File: config.mk
export PLATFORM = sky130hd
export DESIGN_NAME = conv_tran_sched_flat
export DESIGN_NICKNAME = d
export VERILOG_FILES = /design/src/rtl/conv_tran_sched_if.sv /design/src/rtl/conv_tran_sched.sv /design/src/flat_wrapper.sv
export SDC_FILE = /design/constraint.sdc
export NUM_CORES = 1
export LEC_CHECK = 0
export BUFFER_PORTS_ARGS = -buffer_cell sky130_fd_sc_hd__buf_4
export CAP_MARGIN = 15
export CORE_MARGIN = 2
export CORE_UTILIZATION = 58
export DETAILED_ROUTE_END_ITERATION = 8
export PLACE_DENSITY_LB_ADDON = 0.25
export SLEW_MARGIN = 10
export SYNTH_ARGS = -nofsm -noshare
export SYNTH_HDL_FRONTEND = slang
export SYNTH_SLANG_ARGS = --single-unit
export TNS_END_PERCENT = 10
File: constraint.sdc
create_clock -name clk -period 4.77 [get_ports clk]
set_input_delay 0.2385 -clock clk [delete_from_list [all_inputs] [get_ports clk]]
set_output_delay 0.2385 -clock clk [all_outputs]
set_load 0.1 [all_outputs]
File: src/rtl/conv_tran_sched_if.sv
// Control bundle between the transposed-convolution sequencer and the PE array,
// weight/IFM input buses and row-psum FIFOs.
interface conv_tran_sched_if #(
    parameter int KERNEL_SIZE = 5,
    parameter int CI          = 3,
    parameter int CO          = 8
);
    localparam int KK   = KERNEL_SIZE * KERNEL_SIZE;
    localparam int CI_W = $clog2(CI) + 1;
    localparam int CO_W = $clog2(CO) + 1;

    logic                   start_conv;
    logic                   wgt_valid;
    logic                   ifm_valid;
    logic                   wgt_read;
    logic                   ifm_read;
    logic [KK-1:0]          set_wgt;
    logic                   set_ifm;
    logic                   ifm_zero;
    logic                   set_reg;
    logic [KERNEL_SIZE-1:0] wr_en;
    logic [KERNEL_SIZE-1:0] rd_en;
    logic                   re_buffer;
    logic                   out_valid;
    logic                   end_conv;
    logic [CI_W-1:0]        ci_idx;
    logic [CO_W-1:0]        co_idx;

    modport master (
        input  start_conv, wgt_valid, ifm_valid,
        output wgt_read, ifm_read, set_wgt, set_ifm, ifm_zero, set_reg,
               wr_en, rd_en, re_buffer, out_valid, end_conv, ci_idx, co_idx
    );

    modport slave (
        output start_conv, wgt_valid, ifm_valid,
        input  wgt_read, ifm_read, set_wgt, set_ifm, ifm_zero, set_reg,
               wr_en, rd_en, re_buffer, out_valid, end_conv, ci_idx, co_idx
    );
endinterface

File: src/rtl/conv_tran_sched.sv
// Channel-loop sequencer for the KxK transposed-convolution PE array: per pass it
// loads K*K weights, streams IFM_SIZE^2 pixels, then drains K-1 zero rows.
module conv_tran_sched #(
    parameter int KERNEL_SIZE = 5,
    parameter int IFM_SIZE    = 64,
    parameter int CI          = 3,
    parameter int CO          = 8
) (
    input  logic                  clk,
    input  logic                  rst,
    conv_tran_sched_if.master     bus
);
    localparam int KK        = KERNEL_SIZE * KERNEL_SIZE;
    localparam int DRAIN_LEN = (KERNEL_SIZE - 1) * IFM_SIZE;
    localparam int WGT_W     = $clog2(KK) + 1;
    localparam int PIX_W     = $clog2(IFM_SIZE) + 1;
    localparam int DRN_W     = $clog2(DRAIN_LEN) + 1;
    localparam int CI_W      = $clog2(CI) + 1;
    localparam int CO_W      = $clog2(CO) + 1;

    localparam logic [WGT_W-1:0] WGT_LAST = WGT_W'(KK - 1);
    localparam logic [PIX_W-1:0] PIX_LAST = PIX_W'(IFM_SIZE - 1);
    localparam logic [DRN_W-1:0] DRN_LAST = DRN_W'(DRAIN_LEN - 1);
    localparam logic [CI_W-1:0]  CI_LAST  = CI_W'(CI - 1);
    localparam logic [CO_W-1:0]  CO_LAST  = CO_W'(CO - 1);

    typedef enum logic [2:0] {
        IDLE, LOAD_WGT, STREAM, DRAIN, NEXT, DONE
    } state_t;

    state_t                 state;
    logic [WGT_W-1:0]       wgt_cnt;
    logic [PIX_W-1:0]       col;
    logic [PIX_W-1:0]       row;
    logic [DRN_W-1:0]       drain_cnt;
    logic [CI_W-1:0]        ci;
    logic [CO_W-1:0]        co;

    logic                   set_reg_q;
    logic [KERNEL_SIZE-1:0] wr_en_q;
    logic [KERNEL_SIZE-1:0] rd_en_q;
    logic                   re_buffer_q;
    logic                   out_valid_q;
    logic                   end_conv_q;

    logic wgt_acc;
    logic ifm_acc;
    logic pe_step;
    logic row_gt0;

    // Handshake strobes are combinational in state so a word is taken the same cycle it is offered.
    always_comb begin
        // NOTE: every combinational output gets a default first, so no path can infer a latch.
        bus.wgt_read = 1'b0;
        bus.ifm_read = 1'b0;
        bus.set_wgt  = '0;
        bus.set_ifm  = 1'b0;
        bus.ifm_zero = 1'b0;
        wgt_acc      = 1'b0;
        ifm_acc      = 1'b0;
        pe_step      = 1'b0;
        row_gt0      = (row != '0);
        case (state)
            LOAD_WGT: begin
                bus.wgt_read = 1'b1;
                wgt_acc      = bus.wgt_valid;
                if (wgt_acc) bus.set_wgt = KK'(1) << wgt_cnt;
            end
            STREAM: begin
                bus.ifm_read = 1'b1;
                ifm_acc      = bus.ifm_valid;
                bus.set_ifm  = ifm_acc;
                pe_step      = ifm_acc;
            end
            DRAIN: begin
                bus.set_ifm  = 1'b1;
                bus.ifm_zero = 1'b1;
                pe_step      = 1'b1;
                row_gt0      = 1'b1;
            end
            default: ;
        endcase
    end

    // NOTE: all sequential state uses non-blocking assignments so every register samples pre-edge values.
    always_ff @(posedge clk) begin
        if (rst) begin
            state       <= IDLE;
            wgt_cnt     <= '0;
            col         <= '0;
            row         <= '0;
            drain_cnt   <= '0;
            ci          <= '0;
            co          <= '0;
            set_reg_q   <= 1'b0;
            wr_en_q     <= '0;
            rd_en_q     <= '0;
            re_buffer_q <= 1'b0;
            out_valid_q <= 1'b0;
            end_conv_q  <= 1'b0;
        end else begin
            // Array strobes trail the accepted pixel by exactly one cycle.
            set_reg_q   <= pe_step;
            wr_en_q     <= {KERNEL_SIZE{pe_step}};
            rd_en_q     <= {KERNEL_SIZE{pe_step && row_gt0}};
            re_buffer_q <= pe_step && (ci != '0);
            out_valid_q <= pe_step && row_gt0 && (ci == CI_LAST);
            end_conv_q  <= 1'b0;

            case (state)
                IDLE: begin
                    if (bus.start_conv) begin
                        ci      <= '0;
                        co      <= '0;
                        wgt_cnt <= '0;
                        state   <= LOAD_WGT;
                    end
                end
                LOAD_WGT: begin
                    if (wgt_acc) begin
                        if (wgt_cnt == WGT_LAST) begin
                            wgt_cnt <= '0;
                            col     <= '0;
                            row     <= '0;
                            state   <= STREAM;
                        end else begin
                            wgt_cnt <= wgt_cnt + WGT_W'(1);
                        end
                    end
                end
                STREAM: begin
                    if (ifm_acc) begin
                        if (col == PIX_LAST) begin
                            col <= '0;
                            if (row == PIX_LAST) begin
                                row       <= '0;
                                drain_cnt <= '0;
                                state     <= DRAIN;
                            end else begin
                                row <= row + PIX_W'(1);
                            end
                        end else begin
                            col <= col + PIX_W'(1);
                        end
                    end
                end
                DRAIN: begin
                    if (drain_cnt == DRN_LAST) begin
                        drain_cnt <= '0;
                        state     <= NEXT;
                    end else begin
                        drain_cnt <= drain_cnt + DRN_W'(1);
                    end
                end
                NEXT: begin
                    if (ci != CI_LAST) begin
                        ci    <= ci + CI_W'(1);
                        state <= LOAD_WGT;
                    end else begin
                        ci <= '0;
                        if (co != CO_LAST) begin
                            co    <= co + CO_W'(1);
                            state <= LOAD_WGT;
                        end else begin
                            end_conv_q <= 1'b1;
                            state      <= DONE;
                        end
                    end
                end
                DONE:    state <= IDLE;
                default: state <= IDLE;
            endcase
        end
    end

    assign bus.set_reg   = set_reg_q;
    assign bus.wr_en     = wr_en_q;
    assign bus.rd_en     = rd_en_q;
    assign bus.re_buffer = re_buffer_q;
    assign bus.out_valid = out_valid_q;
    assign bus.end_conv  = end_conv_q;
    assign bus.ci_idx    = ci;
    assign bus.co_idx    = co;
endmodule

File: src/flat_wrapper.sv
// flat-port wrapper written by rule: the top's interface ports become plain ports
module conv_tran_sched_flat 
#(
    parameter int KERNEL_SIZE = 5,
    parameter int IFM_SIZE    = 64,
    parameter int CI          = 3,
    parameter int CO          = 8
)
  (clk, rst, bus_start_conv, bus_wgt_valid, bus_ifm_valid, bus_wgt_read, bus_ifm_read, bus_set_wgt, bus_set_ifm, bus_ifm_zero, bus_set_reg, bus_wr_en, bus_rd_en, bus_re_buffer, bus_out_valid, bus_end_conv, bus_ci_idx, bus_co_idx);
  conv_tran_sched_if #(.KERNEL_SIZE(KERNEL_SIZE), .CI(CI), .CO(CO)) bus_i ();
  input  logic clk;
  input  logic rst;
  input wire logic [$bits(bus_i.start_conv)-1:0] bus_start_conv;
  input wire logic [$bits(bus_i.wgt_valid)-1:0] bus_wgt_valid;
  input wire logic [$bits(bus_i.ifm_valid)-1:0] bus_ifm_valid;
  output wire logic [$bits(bus_i.wgt_read)-1:0] bus_wgt_read;
  output wire logic [$bits(bus_i.ifm_read)-1:0] bus_ifm_read;
  output wire logic [$bits(bus_i.set_wgt)-1:0] bus_set_wgt;
  output wire logic [$bits(bus_i.set_ifm)-1:0] bus_set_ifm;
  output wire logic [$bits(bus_i.ifm_zero)-1:0] bus_ifm_zero;
  output wire logic [$bits(bus_i.set_reg)-1:0] bus_set_reg;
  output wire logic [$bits(bus_i.wr_en)-1:0] bus_wr_en;
  output wire logic [$bits(bus_i.rd_en)-1:0] bus_rd_en;
  output wire logic [$bits(bus_i.re_buffer)-1:0] bus_re_buffer;
  output wire logic [$bits(bus_i.out_valid)-1:0] bus_out_valid;
  output wire logic [$bits(bus_i.end_conv)-1:0] bus_end_conv;
  output wire logic [$bits(bus_i.ci_idx)-1:0] bus_ci_idx;
  output wire logic [$bits(bus_i.co_idx)-1:0] bus_co_idx;
  assign bus_i.start_conv = bus_start_conv;
  assign bus_i.wgt_valid = bus_wgt_valid;
  assign bus_i.ifm_valid = bus_ifm_valid;
  assign bus_wgt_read = bus_i.wgt_read;
  assign bus_ifm_read = bus_i.ifm_read;
  assign bus_set_wgt = bus_i.set_wgt;
  assign bus_set_ifm = bus_i.set_ifm;
  assign bus_ifm_zero = bus_i.ifm_zero;
  assign bus_set_reg = bus_i.set_reg;
  assign bus_wr_en = bus_i.wr_en;
  assign bus_rd_en = bus_i.rd_en;
  assign bus_re_buffer = bus_i.re_buffer;
  assign bus_out_valid = bus_i.out_valid;
  assign bus_end_conv = bus_i.end_conv;
  assign bus_ci_idx = bus_i.ci_idx;
  assign bus_co_idx = bus_i.co_idx;
  conv_tran_sched #(.KERNEL_SIZE(KERNEL_SIZE), .IFM_SIZE(IFM_SIZE), .CI(CI), .CO(CO)) u_core (.clk(clk), .rst(rst), .bus(bus_i));
endmodule
# Yosys cells after proc, flatten, opt, wreduce, memory -nomap -nowiden
# Index checks and enable logic that the tools add are counted.
[totals]
ff_bits = 45
latch_bits = 0
mem_bits_rw = 0
mem_bits_ro = 0
inputBits = 5
output_inout_bits = 50
elab_cells = 104
n_memories = 0
[classes]
n_addsub = 6
multipliers = 0
div = 0
magnitude_cmp = 0
eq_ne = 20
n_shift = 1
n_mux = 45
bitwise_logic = 1
n_reduce_logical = 18
[ops]
columns = ["cell", "count"]
rows = [
  ["$mux 25", 2],
  ["$mux 7", 7],
  ["$mux 9", 4],
  ["$mux 3", 11],
  ["$pmux 7 s2", 2],
  ["$shl 1x6->25 const A", 1],
  ["$mux 6", 3],
  ["$pmux 9 s2", 1],
  ["$pmux 3 s5", 1],
  ["$add 7x1->7 const B", 2],
  ["$eq 7x6->1 const B", 2],
  ["$ne 2x1->1 const B", 7],
  ["$mux 4", 3],
  ["$pmux 6 s2", 1],
  ["$reduce_and 4->1", 3],
  ["$add 9x1->9 const B", 1],
  ["$eq 3x2->1 const B", 3],
  ["$eq 9x8->1 const B", 1],
  ["$pmux 4 s2", 1],
  ["$reduce_bool 2->1", 4],
  ["$mux 1", 7],
  ["$reduce_and 7->1", 1],
  ["$reduce_bool 7->1", 1],
  ["$add 6x1->6 const B", 1],
  ["18 further kinds", 21],
]

# Logic depth before layout (Yosys ltp)
[depth]
depth_word = 5
ltp_mapped = 8
depth_no_buf = 7

# Worst setup path after synthesis
# OpenSTA, ideal clock, no wires.
[synth_timing]
path_type = "register to output"
from = "register u_core.state[1]"
to = "output port bus_set_wgt[0]"
arrival_time_ps = 2304
required_ps = 4532
setup_slack_ps = 2228
stages_incl_launch_ff = 7
path_buffers = 2
path_cell_list = "dfxtp_1 -> buf_6 -> nand4bb_4 -> nor3_1 -> nand2b_1 -> clkbuf_1 -> nor2_1"
[synth_via]
elab_chain_len = 2
[synth_lines]
columns = ["element", "line_no", "rtl"]
rows = [
  ["from (decl)", "conv_tran_sched.sv:31", "state_t state;"],
  ["from (signal assigned)", "conv_tran_sched.sv:88", "state <= IDLE;"],
  ["from (signal assigned)", "conv_tran_sched.sv:116", "state <= LOAD_WGT;"],
  ["from (signal assigned)", "conv_tran_sched.sv:125", "state <= STREAM;"],
  ["$eq 3x1->1", "conv_tran_sched.sv:63", "case (state)"],
  ["$mux 25", "conv_tran_sched.sv:63", ""],
  ["to (decl)", "flat_wrapper.sv:18", "output wire logic [$bits(bus_i.set_wgt)-1:0] bus_set_wgt;"],
]
# No other way between the ends.

# Worst setup path in the final report
[layout_timing]
from = "register u_core.state[0]"
to = "register u_core.col[3]"
[layout_via]
elab_chain_len = 4
elab_cells_between_ends = 10
cone_classes = "5 x eq/ne; 3 x mux; 2 x reduce/logical"
[layout_lines]
columns = ["element", "line_no", "rtl"]
rows = [
  ["$eq 3x2->1 / $eq 3x1->1 (equally long branches)", "conv_tran_sched.sv:63, conv_tran_sched.sv:110", ""],
  ["$mux 1", "conv_tran_sched.sv:63", ""],
  ["$ne 2x1->1 (no line)", "n/a", ""],
  ["$reduce_and 4->1 (no line)", "n/a", ""],
  ["to (signal assigned)", "conv_tran_sched.sv:143", "col <= col + PIX_W'(1);"],
  ["to (decl)", "conv_tran_sched.sv:33", "logic [PIX_W-1:0] col;"],
]
# Several ways; a longest one is shown, not always the timed one.
# A chain may end at the register's enable or synchronous reset.

==> results.txt <==
The flow ran to the end, and the final reports show no timing, DRC or antenna violations. CTS saw 44 sinks. After clock tree synthesis, the flow added hold-fix buffers numbering 0. The length of routed met3 wiring came out at 404 um.

The cell type of the slowest stage on the worst timing path is sky130_fd_sc_hd__o41ai_1. The initial cell density of the core came out at 0.606. The timing-limited maximum frequency came out at 0.424 GHz.

The max-slew violation total from the final report came out at 0. The flip-flop and latch count after synthesis is 44. The largest registers in the layout are u_core.drain_cnt (9), u_core.col (7), u_core.row (7). The aggregate global routing overflow is 0. Buffers placed on the I/O ports in this run total 54. The hold violation total from the final report is 0.

The net count of the finished layout is 369. In this run the tightest slew margin relative to its limit is 0.303. For this run, the leading register cell type out of synthesis is sky130_fd_sc_hd__dfxtp_1.

The worst clock skew is 0.00730 ns. After clock tree synthesis, the clock-pin slew on the worst setup and hold paths is 0.09 ns. The number of distinct standard cells referenced by the synthesized netlist came out at 51. The die height is 68.9 um. In the routed design, unresolved DRC markers number 0. The global-route wire length before repair is 8830 um. The worst slack after detailed placement came out at 2.45 ns. The clock buffer count from CTS came out at 5. Across the VDD grid, the largest voltage drop is 0.000168 V. The number of diodes is 0. Summed over all layers, the routed wires come to 5400 um. The maximum fanout encountered on the critical timing path came out at 15. The insertion delay to the later sink of the worst-skew pair is 0.30 ns. From synthesis to final layout, the design area changed by 19.4%. At the worst endpoint, the arrival time is 2.58 ns. The worst min-delay path class is input pin to flip-flop. The overall via count from detail_route came out at 2297. The number of synthesis warnings came out at 0. The largest buffer count on any clock path is 2. The sum of routed wire segments on met1 is 2300 um. The final total negative setup slack is 0 ns.

The via-per-instance ratio came out at 5.69. The most flop-heavy register is u_core.drain_cnt. The total area inside the core boundary comes to 4030 sq um. The first TritonRoute pass finished after 5 iterations. The number of core rows is 23. In this run the remaining antenna-violating nets after routing total 0. The number of endpoints failing setup at the final stage is 0. TritonCTS built the clock tree. The H-tree generated during clock tree synthesis spans 2 levels. The proportion of synthesized flip-flops having asynchronous set or reset came out at 0.

The share of the clock period used by the worst path after layout is 0.494. The routability congestion estimate is 0.863. The synthesized netlist net count is 326. The total of max-cap violations is 0. For this run, the share of the core covered by cells in the final layout is 0.723. The area of the mapped netlist came out at 2440 sq um. The critical path is of the flip-flop to flip-flop type.

For this block, the initial DRC count from the detailed router was 209. Dividing the detail-routed wire length by the instance count gives 13.4 um. The number of gates resized after CTS is 0. The placed cell count is 396. The post-route minimum period came out at 2.36 ns. The floorplan step set the die width to 68.9 um. Once routing completed, OpenROAD measured the worst setup slack at 2.41 ns.

The signal on the critical path passes through nand4bb_4 > o41ai_1 > nand4_1 > xor2_1 > nor3_1. The pin count of the biggest net entering global routing came out at 35. The worst setup path is launched from a flip-flop. Across every metal layer, demand over resource in global routing totals 0.246. After technology mapping, the gate count stands at 310.

Once the clock tree was built, the setup fixing pass inserted 0 buffers. The detailed router used layers up to and including met4. The data required time at the worst endpoint is 4.99 ns. The post-layout instance count excluding filler cells came out at 404. The tree is rooted in a sky130_fd_sc_hd__clkbuf_8. The total length of routed met2 wires is 2620 um. The number of flip-flops in the largest register came out at 9. Detailed placement ended at an HPWL of 3890 um. The mean cell area of the mapped netlist is 7.87 sq um. The via count of the first global-routing pass came out at 1988.

The sequential element share of the synthesized area came out at 0.361. At the pin with the least slew margin, the transition time is 1.03 ns. On the worst path, the slowest cell contributes a delay of 0.95 ns. The number of I/O pins is 55. The number of antenna violations at the first check in global routing came out at 0. In this run, synthesis inferred 0 flip-flops with an integrated enable. The type of destination of the critical path is a flip-flop. In the final layout, the share of cells above drive strength 1 is 0.195.

The power after layout came out at 952 uW. The area of the die came out at 4740 sq um. Power spread over the standard cell area amounts to 327 nW/um^2. For this design the static power due to leakage is 1.17 nW. Setup repair after global routing left no endpoint under its margin.
[kinds of logic (layout without fill, tap and decap cells)]
family                   count (synthesis)  in the layout  synth area share
AND/OR/NAND/NOR                        146            146             0.301
AO/OA/AOI/OAI                           64             64             0.172
flip-flops                              44             44             0.361
buffers and inverters                   34             78            0.0697
adder cells (fa/ha/maj)                 11             11            0.0564
XOR/XNOR                                11             11            0.0395
[synthesized netlist by cell type, types with 6 or more instances]
master / n / area (sq um)
sky130_fd_sc_hd__a21oi_1: 22 / 110
sky130_fd_sc_hd__buf_4: 9 / 67.6
sky130_fd_sc_hd__o21ai_0: 15 / 75.1
sky130_fd_sc_hd__xor2_1: 6 / 52.6
sky130_fd_sc_hd__nand3_1: 14 / 70.1
sky130_fd_sc_hd__nor2_1: 49 / 184
sky130_fd_sc_hd__clkbuf_1: 6 / 22.5
sky130_fd_sc_hd__inv_1: 16 / 60.1
sky130_fd_sc_hd__and3_1: 6 / 37.5
sky130_fd_sc_hd__nand2_1: 30 / 113
sky130_fd_sc_hd__dfxtp_1: 44 / 881
sky130_fd_sc_hd__nor3_1: 14 / 70.1
sky130_fd_sc_hd__ha_1: 11 / 138
[cell type report]
cell class	instances	area, sq um
multi-input cells	232	1390
fillers	317	1110
flip-flops and latches	44	881
repair buffers	54	405
clock buffers	5	68.8
well taps	50	62.6
inverters	16	60.1
clock inverters	3	46.3
[power by group]
group | total [mW] | switching (mW) | internal, mW
combinational | 0.252 | 0.183 | 0.0694
clock | 0.294 | 0.136 | 0.158
sequential | 0.406 | 0.0261 | 0.380
[per-layer routing]
layer | GRT usage | vias to the layer above
met5 | 0 | -
met4 | 0.0858 | 0
met3 | 0.0438 | 9
met2 | 0.446 | 78
met1 | 0.290 | 1048
li1 | - | 1162
[path summary, 6_finish.rpt]
kind	depth (start not counted)	end	slack, ns	start
worst max-delay path	5	u_core.col[3]	2.41	u_core.state[0]
worst min-delay path	3	u_core.bus.co_idx[0]	0.30	bus_start_conv
worst max register to register	5	u_core.col[3]	2.41	u_core.state[0]
worst min register to register	2	u_core.drain_cnt[8]	0.43	u_core.drain_cnt[8]
[through the flow]
stage	instance area, sq um	hold slack, ns
after floorplan	2440	0.412
after global placement	2800	0.419
after detailed placement	2800	0.425
after CTS	2910	0.290
after global routing	2910	0.307
final	2910	0.299
[cells in the final DEF (no fill, tap or decap), types with 2 or more instances in the layout]
master                     count
sky130_fd_sc_hd__nand2b_1      4
sky130_fd_sc_hd__clkbuf_8      5
sky130_fd_sc_hd__nor3b_1       4
sky130_fd_sc_hd__nand4_1       4
sky130_fd_sc_hd__o21a_1        2
sky130_fd_sc_hd__dfxtp_1      44
sky130_fd_sc_hd__buf_4        54
sky130_fd_sc_hd__a311oi_1      3
sky130_fd_sc_hd__o41ai_1       2
sky130_fd_sc_hd__xor2_1        6
sky130_fd_sc_hd__inv_1        16
sky130_fd_sc_hd__and2_1        5
sky130_fd_sc_hd__nand3b_1      2
sky130_fd_sc_hd__or3_1         5
sky130_fd_sc_hd__o21ai_0      15
sky130_fd_sc_hd__ha_1         11
sky130_fd_sc_hd__a21oi_1      22
sky130_fd_sc_hd__o31a_1        2
sky130_fd_sc_hd__a211oi_1      3
sky130_fd_sc_hd__nor2_1       49
sky130_fd_sc_hd__and3_1        6
sky130_fd_sc_hd__nor3_1       14
sky130_fd_sc_hd__nand3_1      14
sky130_fd_sc_hd__o32ai_1       2
sky130_fd_sc_hd__nand2_1      30
sky130_fd_sc_hd__xnor2_1       5
[worst max-delay path, delay by kind of cell, from the launching register on]
family                    cells  cell delay, ns
DFF                           1            0.63
AOI/OAI and AO/OA             1            0.95
xor gates and xnor gates      1            0.18
and+or+nand+nor               3            0.51
Note: power is estimated with default switching activity, not from simulation.
